File: src/rtl/display_timings_gen_pkg.sv
// Shared types and helpers for the display timing generator.
`timescale 1ns/1ps
package display_timings_gen_pkg;

  typedef logic signed [15:0] coord_t;

  // Map an internal "sync active" flag onto the configured output polarity.
  function automatic logic sync_level(input logic active, input logic pol);
    return pol ? active : ~active;
  endfunction

endpackage

File: src/rtl/display_timings_gen_axis.sv
// One timing axis: signed position counter (porches/sync negative, active >= 0) plus sync decode.
`timescale 1ns/1ps
module display_timings_gen_axis
  import display_timings_gen_pkg::*;
#(
  parameter int RES  = 640,
  parameter int FP   = 16,
  parameter int SYNC = 96,
  parameter int BP   = 48,
  parameter bit POL  = 1'b0
) (
  input  logic   clk,
  input  logic   rst,
  input  logic   advance,
  output coord_t pos,
  output logic   sync
);

  localparam coord_t STA      = coord_t'(-(FP + SYNC + BP));
  localparam coord_t SYNC_STA = coord_t'(-(FP + SYNC + BP) + FP);
  localparam coord_t SYNC_END = coord_t'(-(FP + SYNC + BP) + FP + SYNC - 1);
  localparam coord_t END      = coord_t'(RES - 1);

  always_ff @(posedge clk) begin
    if (rst) begin
      pos <= STA;
    end else if (advance) begin
      pos <= (pos == END) ? STA : pos + 16'sd1;
    end
  end

  always_comb begin
    sync = sync_level((pos >= SYNC_STA) && (pos <= SYNC_END), POL);
  end

endmodule

File: src/rtl/display_timings_gen.sv
// Free-running video timing generator: hsync/vsync/DE/frame strobe and signed screen coordinates.
`timescale 1ns/1ps
module display_timings_gen
  import display_timings_gen_pkg::*;
#(
  parameter int H_RES  = 640,
  parameter int V_RES  = 480,
  parameter int H_FP   = 16,
  parameter int H_SYNC = 96,
  parameter int H_BP   = 48,
  parameter int V_FP   = 10,
  parameter int V_SYNC = 2,
  parameter int V_BP   = 33,
  parameter bit H_POL  = 1'b0,
  parameter bit V_POL  = 1'b0
) (
  input  logic        i_pix_clk,
  input  logic        i_rst,
  output logic        o_hs,
  output logic        o_vs,
  output logic        o_de,
  output logic        o_frame,
  output logic [15:0] o_sx,
  output logic [15:0] o_sy
);

  localparam coord_t H_STA = coord_t'(-(H_FP + H_SYNC + H_BP));
  localparam coord_t V_STA = coord_t'(-(V_FP + V_SYNC + V_BP));
  localparam coord_t H_END = coord_t'(H_RES - 1);

  coord_t sx;
  coord_t sy;
  logic   line_end;

  display_timings_gen_axis #(
    .RES (H_RES),
    .FP  (H_FP),
    .SYNC(H_SYNC),
    .BP  (H_BP),
    .POL (H_POL)
  ) u_h (
    .clk    (i_pix_clk),
    .rst    (i_rst),
    .advance(1'b1),
    .pos    (sx),
    .sync   (o_hs)
  );

  // The vertical axis steps once per line, on the same clock the horizontal axis wraps.
  display_timings_gen_axis #(
    .RES (V_RES),
    .FP  (V_FP),
    .SYNC(V_SYNC),
    .BP  (V_BP),
    .POL (V_POL)
  ) u_v (
    .clk    (i_pix_clk),
    .rst    (i_rst),
    .advance(line_end),
    .pos    (sy),
    .sync   (o_vs)
  );

  always_comb begin
    line_end = (sx == H_END);
    o_de     = (sx >= 16'sd0) && (sy >= 16'sd0);
    o_frame  = (sx == H_STA) && (sy == V_STA);
    o_sx     = sx;
    o_sy     = sy;
  end

endmodule

File: config.mk
export PLATFORM = sky130hd
export DESIGN_NAME = display_timings_gen
export DESIGN_NICKNAME = d
export VERILOG_FILES = /design/src/rtl/display_timings_gen_pkg.sv /design/src/rtl/display_timings_gen_axis.sv /design/src/rtl/display_timings_gen.sv
export SDC_FILE = /design/constraint.sdc
export NUM_CORES = 1
export LEC_CHECK = 0
export BUFFER_PORTS_ARGS = -buffer_cell sky130_fd_sc_hd__buf_2
export CORE_ASPECT_RATIO = 1.25
export CORE_MARGIN = 2
export CORE_UTILIZATION = 35
export CTS_CLUSTER_SIZE = 24
export DETAILED_ROUTE_END_ITERATION = 8
export SYNTH_ARGS = -nofsm -noshare
export SYNTH_HDL_FRONTEND = slang
export SYNTH_SLANG_ARGS = --single-unit
File: constraint.sdc
create_clock -name i_pix_clk -period 3.7 [get_ports i_pix_clk]
set_input_delay 0.185 -clock i_pix_clk [delete_from_list [all_inputs] [get_ports i_pix_clk]]
set_output_delay 0.185 -clock i_pix_clk [all_outputs]
set_load 0.03 [all_outputs]
Word level (Yosys, flattened, before mapping)
Cells that the tools add are included.
Word-level totals
  bits in registers: 32
  input port bits: 2
  output and inout port bits: 36
  word-level logic and storage cells: 22
Cells by class
  $add $sub $neg: 2
  $lt $le $gt $ge: 6
  eq/ne operators: 4
  mux-type cells: 1
  bitwise operators: 2
  reductions and logical operators: 5
Operators with widths (number)
  adder 16 x 2 -> 16 bit (second input constant): 2
  greater-or-equal comparator 16 x 1 -> 1 bit (second input constant): 2
  <= comparator 16 x 7 -> 1 bit (second input constant): 2
  == test 16 x 10 -> 1 bit (second input constant): 1
  == test 16 x 11 -> 1 bit (second input constant): 1
  == test 16 x 7 -> 1 bit (second input constant): 1
  == test 16 x 9 -> 1 bit (second input constant): 1
  greater-or-equal comparator 16 x 7 -> 1 bit (second input constant): 1
  greater-or-equal comparator 16 x 9 -> 1 bit (second input constant): 1
  2-to-1 mux 16 bit: 1
  logical AND 1 bit: 4
  inverter 1 bit: 2
  OR reduction 2 bit: 1

Longest topological paths before layout
Gate-level depths: netlist of the first run.
  word-level depth: 3
  mapped depth: 6
  mapped depth without buffers: 5

Cells and area by module
A second synthesis of the first run with hierarchy kept.
Second synthesis, totals
  cell total of the unflattened synthesis: 205
  area total of the unflattened synthesis: 1716.6 um2
Modules (own cells, without submodules)
  display_timings_gen_axis at u_v: times used 1, cells an instance 96, area each 810.8 um2, seq. area each 320.3 um2
  display_timings_gen_axis at u_h: times used 1, cells an instance 90, area each 777.0 um2, seq. area each 320.3 um2
  display_timings_gen: times used 1, cells an instance 19, area each 128.9 um2, seq. area each 0.0 um2

Least setup slack after synthesis of the first run
OpenSTA, ideal clock, no wires.
  kind: register -> output
  start: register u_h.pos[8]
  end: output port o_frame
  data arrival time: 2079 ps
  data required time: 3515 ps
  slack: 1436 ps
  stages on the path, launching flop included: 4
  buffers on the path: 0
  cells stage by stage: dfxtp_1 and4_2 nand4_1 nor4_1
Between the ends
  cells in the longest elaborated chain, start to end: 2
Ends and longest elaborated chain
  start, declared: line display_timings_gen_axis.sv:15  | output coord_t pos,
  start signal, assigned: line display_timings_gen_axis.sv:28  | pos <= (pos == END) ? STA : pos + 16'sd1;
  == test 16 x 9 -> 1 bit: line display_timings_gen.sv:67  | o_frame = (sx == H_STA) && (sy == V_STA);
  logical AND 1 bit: line display_timings_gen.sv:67
  end, declared: line display_timings_gen.sv:22  | output logic o_frame,
No other way between the ends.

Final worst setup path of the first run
  start: register u_h.pos[0]
  end: register u_v.pos[12]
Between the ends
  cells in the longest elaborated chain, start to end: 1
Ends and longest elaborated chain
  == test 16 x 11 -> 1 bit: line display_timings_gen.sv:65  | line_end = (sx == H_END);
  end signal, assigned: line display_timings_gen_axis.sv:28
  end, declared: line display_timings_gen_axis.sv:15
No other way between the ends.
A chain may end at the register's enable or synchronous reset.

==> key figures, run 1 <==
Setup path
  – Setup crit end: u_v.pos[12]
  – Setup crit start: u_h.pos[0]
  – CP required: 3930 ps
  – Critical setup path kind: reg2reg
  – Worst Reg-to-Reg Cells: 5
  – CP Max Fanout: 18
  – CP arrival: 2720 ps
  – Critical register-to-register path startpoint: u_h.pos[0]
  – Worst reg2reg path endpoint: u_v.pos[12]
  – Crit path launch type: flip-flop
  – Type of destination of the critical path: flip-flop
  – Reg2reg setup slack: 1210 ps

Floorplan
  – Die span in y: 84.5 um
  – Chip Width: between 60 and 70 um
  – Rows: 29
  – Core Region: 0.00504 mm^2
  – Starting density of the core: 0.359
  – Total die area: roughly 0.0058 mm^2
  – Boundary Pins: 38

Clocking
  – TritonCTS sink count: 32
  – CTS Root Cell: clkbuf_8
  – Clock tree buffer depth: 2
  – Cts repair resizes: 0
  – Clk Latency, worst-skew pair: approximately 290 ps
  – H-tree depth: 2
  – Clock transition at path regs: 70 ps
  – Post-CTS setup buffers: 0
  – Hold-fix buffers, CTS: 0
  – CTS tree: done
  – Cts bufs inserted: 5

Place
  – I/O Buffers: 37
  – Dpl hpwl: 3.27 mm
  – RePlAce Congestion: 0.854
  – Dpl ws: 1250 ps

Cells and area
  – Nets@finish: 255
  – Area grow syn2layout: 19.2%
  – ANT cells: 0
  – Share of layout cells above drive strength 1: 0.234
  – Post-layout util: 0.428

Power and ir drop
  – Internal: around 570 uW
  – Sw Share: 0.234
  – Power density cells: 343 mW/mm^2
  – Pleak: 0.000858 uW
  – Seq pwr share: 0.480
  – Pwr Total: approximately 740 uW
  – Comb pwr share: 0.074
  – Worst VDD drop: approximately 170 uV
  – Clock power frac: 0.446
  – Psw: ~170 uW

Timing
  – Slew margin rel.: 0.545
  – Hold Vio Cnt, Final: 0
  – Fin Setup TNS: 0 ps
  – Final setup fails: 0
  – Worst slew pin tran: 681 ps
  – Post-route clock period utilization: 0.674
  – RSZ-0062 raised after global routing: false
  – Worst Setup Slack, final: 1210 ps
  – Slew Viols, Final: 0
  – Post-Route Skew: 8.22 ps
  – Max Clk Rate: 401 MHz
  – Final min period: around 2500 ps

Synthesis
  – EDFF count, synth: 0
  – Top FF cell, synth: dfxtp_1
  – Unique masters post-synth: 49
  – Ys async rst share: 0
  – Synthesized Nets: 217
  – Synth Area per Inst: 8.67 um^2
  – Seq/Total Area, Yosys: 0.353
  – Mapped cell area: 0.00181 mm^2
  – Synthesis-stage register bit count: 32
  – Ys Warns: 0
  – Syn Inst Count: 209

Global route
  – Overall Global Routing Usage: 0.169
  – Largest net degree at the start of global routing: 19
  – Initial antenna violation count: 0
  – Total grt overflow: 0
  – Vias in the first global route: 1490
  – First-pass GRT wire length: 7.43 mm

Min path
  – Hold path start: i_rst
  – Hold path depth: 3
  – Hold WC Path Type: in2reg

Drt
  – Total length of routed wires: around 4.6 mm
  – Vias per cell: 5.61
  – DRT Pass-1 Iters: 4
  – ANT nets after route: 0
  – Iter 0 DRT Violations: 73
  – Drt wl/cell: 14.7 um
  – DRC Markers: 0
  – Total number of vias: between 1500 and 2000

Run status
  – Run status: completed

Run
  – Max Cap Viol: 0
## cell type report
class	count	area, um^2
clock inverter	2	35.0
clock buffer	6	72.6
sequential	32	641
multi-input combinational	163	1120
inverter	7	26.3
timing repair buffer	38	193
tap	62	77.6
fill	525	2880
## logic make-up after synthesis
group	synth area share
fa+ha+maj	0.0414
buf+inv	0.0311
mux	0.00552
xor+xnor	0.0531
compound gates	0.151
flops	0.353
simple gates	0.364
## worst max-delay path: stages (launching register included)
cell and delay (ps):
dfxtp_1 400, ha_1 250, and4_1 290, nand4_1 570, or4b_2 820, nand3_1 100
## worst min-delay path by stage
stage	to	slack (ps)
after floorplan	u_v.pos[4]	350
after global placement	u_h.pos[0]	460
after detailed placement	u_h.pos[0]	470
after CTS	u_v.pos[4]	240
after global routing	u_v.pos[4]	260
final	u_v.pos[4]	250
## flip-flops by register name (all words and copies together) (netlist names)
register	count
u_h.pos	16
u_v.pos	16
## power groups by stage
stage	Combinational [uW]	Sequential (uW)	Clock, uW
finish	54.9	356	331
global route	60.1	356	356
CTS	55.6	356	341
detailed placement	55.5	364	0
global placement	55.1	363	0
floorplan	29.7	372	0
## metrics by stage
stage | instance area (um^2) | cells | hold WS, ps
CTS | 2160 | 310 | 243
floorplan | 1810 | 209 | 347
global placement | 2050 | 302 | 464
detailed placement | 2050 | 302 | 472
global route | 2160 | 310 | 259
finish | 2160 | 310 | 250
## cells in the final DEF, fill, tap and decap left out, types with 2 or more instances in the layout
cell type / synthesis / layout
buf_2: 0 / 37
dfxtp_1: 32 / 32
nand3_1: 18 / 18
nand4_1: 16 / 16
nand2_1: 15 / 15
nor2_1: 12 / 12
and3_1: 8 / 8
o21ai_0: 8 / 8
inv_1: 7 / 7
a21oi_1: 6 / 6
xor2_1: 6 / 6
ha_1: 6 / 6
xnor2_1: 5 / 5
or4_1: 5 / 5
clkbuf_8: 0 / 5
and4_1: 4 / 4
nor3_1: 4 / 4
nor4_1: 4 / 4
or3_1: 4 / 4
o31ai_1: 4 / 4
a31oi_1: 3 / 3
and4_2: 2 / 2
nor2b_1: 2 / 2
a41oi_1: 2 / 2
nand3b_1: 2 / 2
and2_1: 2 / 2
o41ai_1: 2 / 2
a22o_1: 2 / 2
## Yosys cell counts (3+ instances only)
library cell	instances	area, um^2
nand3_1	18	90.1
nand2_1	15	56.3
dfxtp_1	32	641
and3_1	8	50.1
nor4_1	4	25.0
nor3_1	4	20.0
o31ai_1	4	30.0
or3_1	4	25.0
or4_1	5	37.5
clkbuf_1	6	22.5
inv_1	7	26.3
a21oi_1	6	30.0
a31oi_1	3	18.8
o21ai_0	8	40.0
xor2_1	6	52.6
and4_1	4	35.0
nand4_1	16	100
xnor2_1	5	43.8
ha_1	6	75.1
nor2_1	12	45.0
## routing by layer
metal,wire length [um],share of wire,global-route usage,up-vias
li1,-,-,-,883
met1,2210,0.49,0.237,809
met2,2080,0.46,0.251,40
met3,195,0.043,0.0375,6
met4,72,0.016,0.0655,0
met5,0,0,0,-
Power figures use the tool's default switching activity.
==> run 2, diff against run 1 <==
==> constraint.sdc (replaced) <==
create_clock -name i_pix_clk -period 2.6 [get_ports i_pix_clk]
set_input_delay 0.13 -clock i_pix_clk [delete_from_list [all_inputs] [get_ports i_pix_clk]]
set_output_delay 0.13 -clock i_pix_clk [all_outputs]
set_load 0.03 [all_outputs]
==> run 2 against run 1 <==
Sequential power grew 42%. First-iteration DRC count down 11%. Non-clock buffer count is 3 higher. Global-route usage grew 0.12 points. Die area unchanged. Register-to-register slack lost 730 ps. Clock-buffer cell count is 1 higher. Wire length about the same. Critical endpoint is now u_v.pos[5]. Highest routed layer unchanged.
==> key figures, run 2 (same netlist as run 1, synthesis figures left out) <==
Run status
  – Run status: completed

Setup path
  – CP Max Fanout: 10 (-8)
  – Critical-path top delay cell: o41ai_4
  – CP arrival: 2290 ps (-430 ps)
  – Crit path launch type: flip-flop
  – Type of destination of the critical path: flip-flop
  – CP peak stage delay: 650 ps (-170 ps)
  – Worst path cell trace: or4b_4 -> o41ai_4 -> nand2_4 -> a21boi_1
  – Critical setup path kind: reg2reg
  – CP required: 2770 ps (-1160 ps)

Timing
  – Slew Viols, Final: 0 (unchanged)
  – Worst slew pin tran: 644 ps (-37.4 ps)
  – Max Clk Rate: 472 MHz (+18%)
  – Fin Setup TNS: 0 ps (unchanged)
  – Final setup fails: 0 (unchanged)
  – Post-route clock period utilization: 0.815 (+0.141)
  – Final min period: 2120 ps (-375 ps)
  – Post-Route Skew: 5.07 ps (-3.16 ps)
  – Slew margin rel.: 0.565 (+0.0206)
  – RSZ-0062 raised after global routing: false
  – Hold Vio Cnt, Final: 0 (unchanged)

Power and ir drop
  – Pleak: 0.000867 uW (+1.0%)
  – Power density cells: 461 mW/mm^2 (+34%)
  – Worst VDD drop: 198 uV (+15%)

Clocking
  – Cts bufs inserted: 5 (unchanged)
  – Clk Latency, worst-skew pair: 290 ps (about the same)
  – Clock transition at path regs: 70 ps (about the same)
  – Hold-fix buffers, CTS: 0 (unchanged)
  – Cts repair resizes: 0 (unchanged)
  – TritonCTS sink count: 32 (unchanged)
  – CTS tree: done
  – Post-CTS setup buffers: 0 (unchanged)
  – H-tree depth: 2 (unchanged)
  – Clock tree buffer depth: 2 (unchanged)
  – CTS Root Cell: clkbuf_8

Drt
  – Drt wl/cell: 14.6 um (-0.71%)
  – ANT nets after route: 0 (unchanged)
  – DRT Pass-1 Iters: 4 (unchanged)
  – DRC Markers: 0 (unchanged)
  – Total length of routed wires: 4.56 mm (about the same)
  – Vias per cell: 5.61 (about the same)
  – Total number of vias: 1750 (+0.69%)
  – Iter 0 DRT Violations: 65 (-11%)

Cells and area
  – FILL cells: 533 (+1.5%)
  – Nets@finish: 258 (+1.2%)
  – Biggest regs: u_h.pos (16), u_v.pos (16)
  – Share of layout cells above drive strength 1: 0.244 (+0.0101)
  – Reg area: 641 um^2 (unchanged)
  – Area grow syn2layout: 19.8%
  – Commonest non-fill, non-tap cells in the layout: buf_2, dfxtp_1, nand3_1
  – ANT cells: 0 (unchanged)
  – Footprint of the multi-input gates: 0.00112 mm^2 (unchanged)
  – Cell Count, Final, Fillers Out: 312 (+0.65%)
  – Most common cell after layout, fill and taps aside: buf_2

Floorplan
  – Core Region: 0.00504 mm^2 (unchanged)
  – Die span in y: 84.5 um (unchanged)
  – Chip Width: 68.4 um (unchanged)
  – Total die area: 0.00578 mm^2 (unchanged)
  – Rows: 29 (unchanged)
  – Starting density of the core: 0.359 (unchanged)
  – Boundary Pins: 38 (unchanged)

Global route
  – Vias in the first global route: 1496 (+0.40%)
  – First-pass GRT wire length: 7.49 mm (+0.83%)
  – Initial antenna violation count: 0 (unchanged)
  – Overall Global Routing Usage: 0.171 (+0.00121)
  – Total grt overflow: 0 (unchanged)
  – Largest net degree at the start of global routing: 19 (unchanged)

Run
  – Max Cap Viol: 0 (unchanged)

Place
  – RePlAce Congestion: 0.821 (-3.9%)
  – Dpl hpwl: 3.39 mm (+3.8%)
  – Placed cells: 305 (+0.99%)
  – I/O Buffers: 37 (unchanged)

Min path
  – Hold WC Path Type: in2reg
-- run 2: changes by cell type in the layout (fill, tap and decap cells not counted), sizes merged --
cell,change
bufinv,-1
buf,+3
clkbuf,+1
clkinv,-1
-- run 2: path summary, 6_finish.rpt --
kind | start | slack (ps) | cells after the start | endpoint
setup / recovery | u_h.pos[8] | 480 | 4 | u_v.pos[5]
hold / removal | i_rst | 210 | 3 | u_v.pos[4]
setup reg to reg | u_h.pos[8] | 480 | 4 | u_v.pos[5]
hold reg to reg | u_h.pos[0] | 490 | 1 | u_h.pos[0]
-- run 2: metrics by stage --
step / worst slack [ps] / power, uW / util / hold WS [ps] / area [um^2]
CTS: 476 / 1010 / 0.431 / 204 / 2170
finish: 482 / 1000 / 0.431 / 214 / 2170
global placement: 502 / 597 / 0.412 / 475 / 2080
global route: 318 / 1050 / 0.431 / 239 / 2170
detailed placement: 487 / 597 / 0.412 / 484 / 2080
floorplan: 391 / 571 / - / 292 / 1810
-- run 2: worst max-delay path: cells and delay by family (launching register included) --
family	cells	cell delay, ps
DFF	1	390
AOI/OAI and AO/OA	2	830
and+or+nand+nor	2	780
-- run 2: area by class of cell --
type / instances / area share
clock buffers: 7 / 0.0444
repair buffers: 41 / 0.0991
inverters: 7 / 0.0121
multi-input cells: 163 / 0.514
well taps: 62 / 0.0357
flip-flops and latches: 32 / 0.295
-- run 2: per-layer routing --
metal,vias to the layer above,track usage,wire (um)
li1,891,-,-
met1,819,0.230,2210
met2,33,0.252,2070
met3,7,0.0456,198
met4,0,0.0764,80
met5,-,0,0
-- run 2: report_power, final --
group          switching (uW)  total [uW]  internal [uW]  leakage (uW)
registers                10.3         507            497      0.000259
logic                    51.0        78.2           27.2      0.000557
clock network             180         416            236     0.0000503
